==> src/rtl/gray_wptr_ctrl_pkg.sv <==
// gray_wptr_ctrl_pkg: pointer-width and full-match helpers for the gray write-pointer controller
package gray_wptr_ctrl_pkg;

    function automatic int ptr_width(input int ptr_w);
        return ptr_w + 1;
    endfunction

    // Gray pointers are a full FIFO apart when their top two bits differ and the rest match.
    function automatic logic [31:0] full_mask(input int ptr_w);
        return 32'd3 << (ptr_w - 1);
    endfunction

endpackage

==> src/rtl/bin_to_gray.sv <==
// bin_to_gray: binary to reflected gray code conversion
module bin_to_gray #(
    parameter int CNT_W = 4
) (
    input  logic [CNT_W-1:0] bin_i,
    output logic [CNT_W-1:0] gray_o
);
    assign gray_o = bin_i ^ (bin_i >> 1);
endmodule

==> src/rtl/gray_to_bin.sv <==
// gray_to_bin: reflected gray code to binary conversion
module gray_to_bin #(
    parameter int CNT_W = 4
) (
    input  logic [CNT_W-1:0] gray_i,
    output logic [CNT_W-1:0] bin_o
);
    for (genvar g = 0; g < CNT_W; g++) begin : g_bit
        assign bin_o[g] = ^gray_i[CNT_W-1:g];
    end
endmodule

==> src/rtl/gray_wptr_ctrl.sv <==
// gray_wptr_ctrl: write-side pointer controller for a gray-pointer FIFO
// Keeps the binary write pointer, exports a registered gray copy, and derives full/level/error flags.
module gray_wptr_ctrl
    import gray_wptr_ctrl_pkg::*;
#(
    parameter int PTR_W    = 4,
    parameter int AFULL_TH = 2**PTR_W - 2
) (
    input  logic             clk,
    input  logic             rst,
    input  logic             wr_v_i,
    input  logic [PTR_W:0]   rd_ptr_gray_i,
    output logic             wr_en_o,
    output logic [PTR_W-1:0] wr_addr_o,
    output logic [PTR_W:0]   wr_ptr_gray_o,
    output logic             full_o,
    output logic             afull_o,
    output logic [PTR_W:0]   level_o,
    output logic             ovf_o,
    output logic             ptr_err_o
);
    localparam int PW = ptr_width(PTR_W);
    localparam logic [PW-1:0] FULL_MASK = PW'(full_mask(PTR_W));
    localparam logic [PW-1:0] DEPTH = PW'(2**PTR_W);
    localparam logic [PW-1:0] AF_TH = PW'(AFULL_TH);

    logic [PW-1:0] wr_bin_q, wr_bin_d, wr_gray_q, wr_gray_d, rd_bin;
    logic          ovf_q, ovf_d, ptr_err_q, ptr_err_d;

    gray_to_bin #(.CNT_W(PW)) u_rd_g2b (.gray_i(rd_ptr_gray_i), .bin_o(rd_bin));

    // The gray flop is fed from the converted next pointer so the exported value is glitch-free.
    bin_to_gray #(.CNT_W(PW)) u_wr_b2g (.bin_i(wr_bin_d), .gray_o(wr_gray_d));

    always_comb begin
        full_o    = (wr_gray_q == (rd_ptr_gray_i ^ FULL_MASK));
        wr_en_o   = wr_v_i & ~full_o & ~rst;
        level_o   = wr_bin_q - rd_bin;
        afull_o   = (level_o >= AF_TH);
        wr_bin_d  = wr_bin_q + {{PTR_W{1'b0}}, wr_en_o};
        ovf_d     = ovf_q | (wr_v_i & full_o);
        ptr_err_d = ptr_err_q | (level_o > DEPTH);
    end

    always_ff @(posedge clk or posedge rst) begin
        if (rst) begin
            wr_bin_q  <= '0;
            wr_gray_q <= '0;
            ovf_q     <= 1'b0;
            ptr_err_q <= 1'b0;
        end else begin
            wr_bin_q  <= wr_bin_d;
            wr_gray_q <= wr_gray_d;
            ovf_q     <= ovf_d;
            ptr_err_q <= ptr_err_d;
        end
    end

    assign wr_addr_o     = wr_bin_q[PTR_W-1:0];
    assign wr_ptr_gray_o = wr_gray_q;
    assign ovf_o         = ovf_q;
    assign ptr_err_o     = ptr_err_q;
endmodule

==> config.mk <==
export PLATFORM = sky130hd
export DESIGN_NAME = gray_wptr_ctrl
export DESIGN_NICKNAME = d
export VERILOG_FILES = /design/src/rtl/gray_wptr_ctrl_pkg.sv /design/src/rtl/bin_to_gray.sv /design/src/rtl/gray_to_bin.sv /design/src/rtl/gray_wptr_ctrl.sv
export SDC_FILE = /design/constraint.sdc
export NUM_CORES = 1
export LEC_CHECK = 0
export CAP_MARGIN = 20
export CORE_MARGIN = 8
export CORE_UTILIZATION = 44
export DETAILED_ROUTE_END_ITERATION = 8
export PLACE_DENSITY = 0.79
export SYNTH_ARGS = -nofsm -noshare
export SYNTH_HDL_FRONTEND = slang
export SYNTH_SLANG_ARGS = --single-unit
==> constraint.sdc <==
create_clock -name clk -period 5.4 [get_ports clk]
set_input_delay 1.08 -clock clk [delete_from_list [all_inputs] [get_ports clk]]
set_output_delay 1.08 -clock clk [all_outputs]
set_load 0.1 [all_outputs]
==> results of run 1 <==
## cell usage after synthesis (all sizes together)
cell	instances
a21o	3
a21oi	1
a31o	1
a31oi	1
dfrtp	11
fa	1
ha	6
inv	5
nand3	2
nand4	1
nor2	1
nor3b	1
o22a	1
or4	1
xnor2	11
xor2	8
## layout by cell type (no fill, tap or decap)
cell type	netlist	final
a21o_1	3	3
a21oi_1	1	1
a31o_2	1	1
a31oi_1	1	1
buf_12	0	3
buf_4	0	5
clkbuf_1	0	1
clkbuf_4	0	3
clkdlybuf4s50_1	0	18
dfrtp_1	11	11
fa_1	1	1
ha_1	6	6
inv_1	5	5
nand3_1	2	2
nand4_1	1	1
nor2_1	1	1
nor3b_1	1	1
o22a_1	1	1
or4_1	1	1
xnor2_1	10	8
xnor2_2	1	3
xor2_1	6	5
xor2_2	2	3
## cell families after synthesis
family | count (synthesis) | synth area share (%)
adder cells (fa/ha/maj) | 7 | 14.3
flip-flops | 11 | 41.4
AO/OA/AOI/OAI | 7 | 7.72
buffers and inverters | 5 | 2.83
XOR/XNOR | 19 | 28.4
AND/OR/NAND/NOR | 6 | 5.27
## worst min-delay path by stage
| stage | startpoint | to | cells past startpoint |
|---|---|---|---|
| floorplan | rst | ovf_o | 1 |
| global placement | ovf_o | ovf_o | 1 |
| detailed placement | ovf_o | ovf_o | 1 |
| CTS | ovf_o | ovf_o | 1 |
| global route | ovf_o | ovf_o | 1 |
| finish | ovf_o | ovf_o | 1 |
## through the flow
step                setup TNS (ns)  cell area, µm²
detailed placement               0             985
CTS                              0            1010
global route                     0            1010
finish                           0            1010
global placement                 0             985
floorplan                  -0.0638             687
## worst register-to-register path: stages, from the launching register on
cell and delay [ns]:
dfrtp_1 0.43, xnor2_1 0.31, nor2_1 0.15, nor3b_1 0.35
ha_1 0.24, ha_1 0.18, nand3_1 0.10, xnor2_1 0.27
xnor2_1 0.11
## state kept, by name, indices dropped and copies added, names as in the netlist
signal,cells
wr_bin_q,5
ptr_err_o,1
ovf_o,1
wr_ptr_gray_o,4
## cell type report
| cell class | instances | area, µm² |
|---|---|---|
| multi-input cells | 39 | 393 |
| flip-flops and latches | 11 | 275 |
| repair buffers | 26 | 278 |
| well taps | 16 | 20.0 |
| clock buffers | 4 | 26.3 |
| fillers | 121 | 443 |
| inverters | 5 | 18.8 |
## metal layers
| layer | part of all wire (%) | vias to the layer above | GRT usage [%] |
|---|---|---|---|
| met3 | 5.3 | 4 | 2.45 |
| met4 | 1.9 | 0 | 8.61 |
| met5 | 0 | - | 0 |
| li1 | - | 242 | - |
| met1 | 40 | 223 | 13.9 |
| met2 | 52 | 14 | 19.4 |
==> impl_metrics.yaml, run 1 <==
clocking:
  cts_setup_buffers: 0
  cts.path.max_buffers: 2
  cts.repair.resized: 0
  cts_hold_buf: 0
  clkSlewWorstSetupHoldPaths_ns: 0.06
  cts.sinks: 11
  numCtsBuffers: 3
  clk_latency_ns: 0.26
  root_buffer: "clkbuf_4"
  cts_max_level: 1
  cts_tree: "yes"
worst_setup_path:
  r2r_end: "wr_ptr_gray_o[3]"
  crit_required_ns: 4.32
  rrSetupSlack_ns: 3.15
  endpoint: "afull_o"
  critPathKind: "primary input to output pin"
  startpoint_type: "primary input"
  cp-startpoint: "rd_ptr_gray_i[3]"
  path_buf_inv: 3
  worstPathCellList: "clkdlybuf4s50_1 > xnor2_2 > xor2_2 > xor2_2 > xnor2_1 > ha_1 > inv_1 > fa_1 > a21o_1 > a21oi_1 > xnor2_2 > a31o_2 > buf_12"
  worst-path-max-fanout: 3
  crit_slowest_cell: "clkdlybuf4s50_1"
  slowest_delay_ns: 0.48
  crit_family: "XOR/XNOR gates"
  arrival_ns: 4.09
  r2r_cells: 8
  r2r-start: "wr_bin_q[4]"
  crit_path_end_kind: "output pin"
  cp.depth: 13
yosys:
  synth_top_area_share_pct: 41.4
  syn_area_um2: 664
  syn_avg_cell_area_um2: 12.1
  yosysTopAreaCell: "dfrtp_1"
  syn_inst: 55
  synth-seq-cells: 11
  seq_area_frac_synth_pct: 41.4
  yosys_warnings: 0
  synth.net_count: 70
  synth_area_leaders: "dfrtp_1 41%, xnor2_1 13%, ha_1 11%"
  yosys.cell_types.count: 18
floorplan:
  io_pins: 27
  dieWidth_um: 54.9
  die_area_um2: 3010
  row_count: 14
  die_y_um: 54.9
  start_util_pct: 45.7
  core_area_um2: 1450
timing:
  fmax_mhz: 194
  tightest_slew_ns: 0.980
  fin_skew_ns: 0.00410
  setup_viol_count_final: 0
  slew_headroom_pct: 34.5
  finalHoldViolations: 0
  finalCriticalPeriod_ns: 5.17
  finalCritPeriodShare_pct: 95.7
  whs_ns: 0.456
  fin_ws_ns: 0.232
  slew_viol_final: 0
  rsz0062_at_grt: "false"
drt:
  routed_wl_um: 1540
  first_pass_iters: 1
  drt-initial-drc-count: 0
  vias_per_cell: 4.78
  via_count: 483
  post-route-drc-count: 0
  wl_per_cell_um: 15.3
  postRouteAntennaNets: 0
final_layout:
  final_util_pct: 69.5
  nNetsFinal: 101
  instances_no_fill: 101
  diodes: 0
  area_growth_pct: 52.2
  drive_above_1_share_pct: 21.2
outcome:
  status: "finished, final reports clean"
global_routing:
  grt-ovfl-total: 0
  antenna_found_initial: 0
  grt_util_all_layers_pct: 12.1
  grt_pass1_vias: 557
  grt_max_degree: 12
  grt_pass1_wl_um: 2540
placement:
  gp_congestion: 0.758
  place_ws_ns: 0.206
  io_buffers: 26
  dp.cells: 97
run:
  cap_violations: 0
hold_path:
  hold_path_class: "register to register"
Power of run 1 is not shown: default switching activity piles up to over one toggle a cycle in this logic, so the estimate is an artifact.
==> run 2, diff against run 1 <==
Settings changed: PLACE_DENSITY 0.79 to 0.82.
==> run 2 against run 1 <==
Compared with the run above:
- wire length decreased by 6.0%
- non-clock buffer count stayed put
- first-iteration DRC count up 8
- via count rose by 1.7%
- largest cell class unchanged
- cell count is the same
- critical endpoint unchanged
- cell area rose by 1.2%
==> impl_metrics.yaml, run 2 (synthesis results as in run 1) <==
final_layout:
  layout_commonest_cell: "clkdlybuf4s50_1"
  stdcell_area_um2: 1020
  diodes: 0
  instances_no_fill: 101
  final_cell_mix: "18 x clkdlybuf4s50_1, 11 x dfrtp_1, 8 x xnor2_1, 6 x ha_1"
  area_growth_pct: 54.0
  fillers: 106
  largest-register: "wr_bin_q"
  drive_above_1_share_pct: 21.2
  largest_reg_flops: 5
  nNetsFinal: 101
clocking:
  cts_tree: "yes"
  clkSlewWorstSetupHoldPaths_ns: 0.06
  clk_latency_ns: 0.25
  cts_setup_buffers: 0
  cts.repair.resized: 0
  cts.path.max_buffers: 2
  numCtsBuffers: 3
  cts_hold_buf: 0
  root_buffer: "clkbuf_4"
  cts.sinks: 11
  cts_max_level: 1
floorplan:
  core_area_um2: 1450
  io_pins: 27
  die_y_um: 54.9
  row_count: 14
  dieWidth_um: 54.9
  die_area_um2: 3010
  start_util_pct: 45.7
worst_setup_path:
  crit_required_ns: 4.32
  crit_family: "XOR/XNOR gates"
  worstPathCellList: "clkdlybuf4s50_1 > xnor2_2 > xor2_2 > xor2_2 > xnor2_1 > ha_1 > inv_1 > fa_1 > a21o_1 > a21oi_1 > xnor2_2 > a31o_2 > buf_12"
  slowest_delay_ns: 0.47
  crit_slowest_cell: "clkdlybuf4s50_1"
  critPathKind: "primary input to output pin"
  startpoint_type: "primary input"
  arrival_ns: 4.10
  worst-path-max-fanout: 3
  path_buf_inv: 3
  crit_path_end_kind: "output pin"
  rrSetupSlack_ns: 3.28
timing:
  slew_headroom_pct: 34.1
  slew_viol_final: 0
  finalCriticalPeriod_ns: 5.18
  finalHoldViolations: 0
  whs_ns: 0.456
  finalCritPeriodShare_pct: 95.9
  fin_skew_ns: 0.000603
  tightest_slew_ns: 0.986
  rsz0062_at_grt: "false"
  fmax_mhz: 193
  setup_viol_count_final: 0
  fin_ws_ns: 0.219
placement:
  io_buffers: 26
  gp_congestion: 0.707
  placed_area_um2: 997
  place_ws_ns: 0.211
  dp_hpwl_um: 1300
  dp.cells: 97
run:
  cap_violations: 0
drt:
  routed_wl_um: 1450
  first_pass_iters: 3
  postRouteAntennaNets: 0
  vias_per_cell: 4.86
  post-route-drc-count: 0
  via_count: 491
  drt-initial-drc-count: 8
  wl_per_cell_um: 14.3
global_routing:
  grt-ovfl-total: 0
  grt_pass1_vias: 520
  grt_util_all_layers_pct: 11.1
  grt_max_degree: 12
  grt_pass1_wl_um: 2400
  antenna_found_initial: 0
outcome:
  status: "finished, final reports clean"
hold_path:
  hold_path_class: "register to register"
==> run 2: worst paths after layout <==
path,to,startpoint,depth (start not counted)
worst max-delay path,afull_o,rd_ptr_gray_i[3],13
worst min-delay path,ovf_o,ovf_o,1
worst max register to register,wr_ptr_gray_o[3],wr_bin_q[4],8
worst min register to register,ovf_o,ovf_o,1
max in group asynchronous,wr_ptr_gray_o[2],rst,2
min in group asynchronous,ptr_err_o,rst,2
==> run 2: metal layers <==
layer | share of wire [%] | global-route usage (%) | wire (µm) | vias up
met3 | 6.3 | 1.63 | 91 | 2
met2 | 53 | 19.1 | 764 | 13
met1 | 39 | 12.3 | 565 | 235
li1 | - | - | - | 241
met4 | 1.9 | 7.38 | 27 | 0
met5 | 0 | 0 | 0 | -
==> run 2: metrics by stage <==
step                      setup TNS [ns]  utilization, %
after floorplan                  -0.0638               -
after global placement                 0            68.6
after detailed placement               0            68.6
after CTS                              0            70.4
after global routing                   0            70.4
final                                  0            70.4
==> run 2: area by class of cell <==
class,count,area (µm²),share of cell area [%]
multi-input cells,39,393,38.4
flip-flops and latches,11,275,26.9
repair buffers,26,290,28.4
clock buffers,4,26.3,2.57
well taps,16,20.0,1.96
inverters,5,18.8,1.83
Power of run 2 is left out for the same reason.
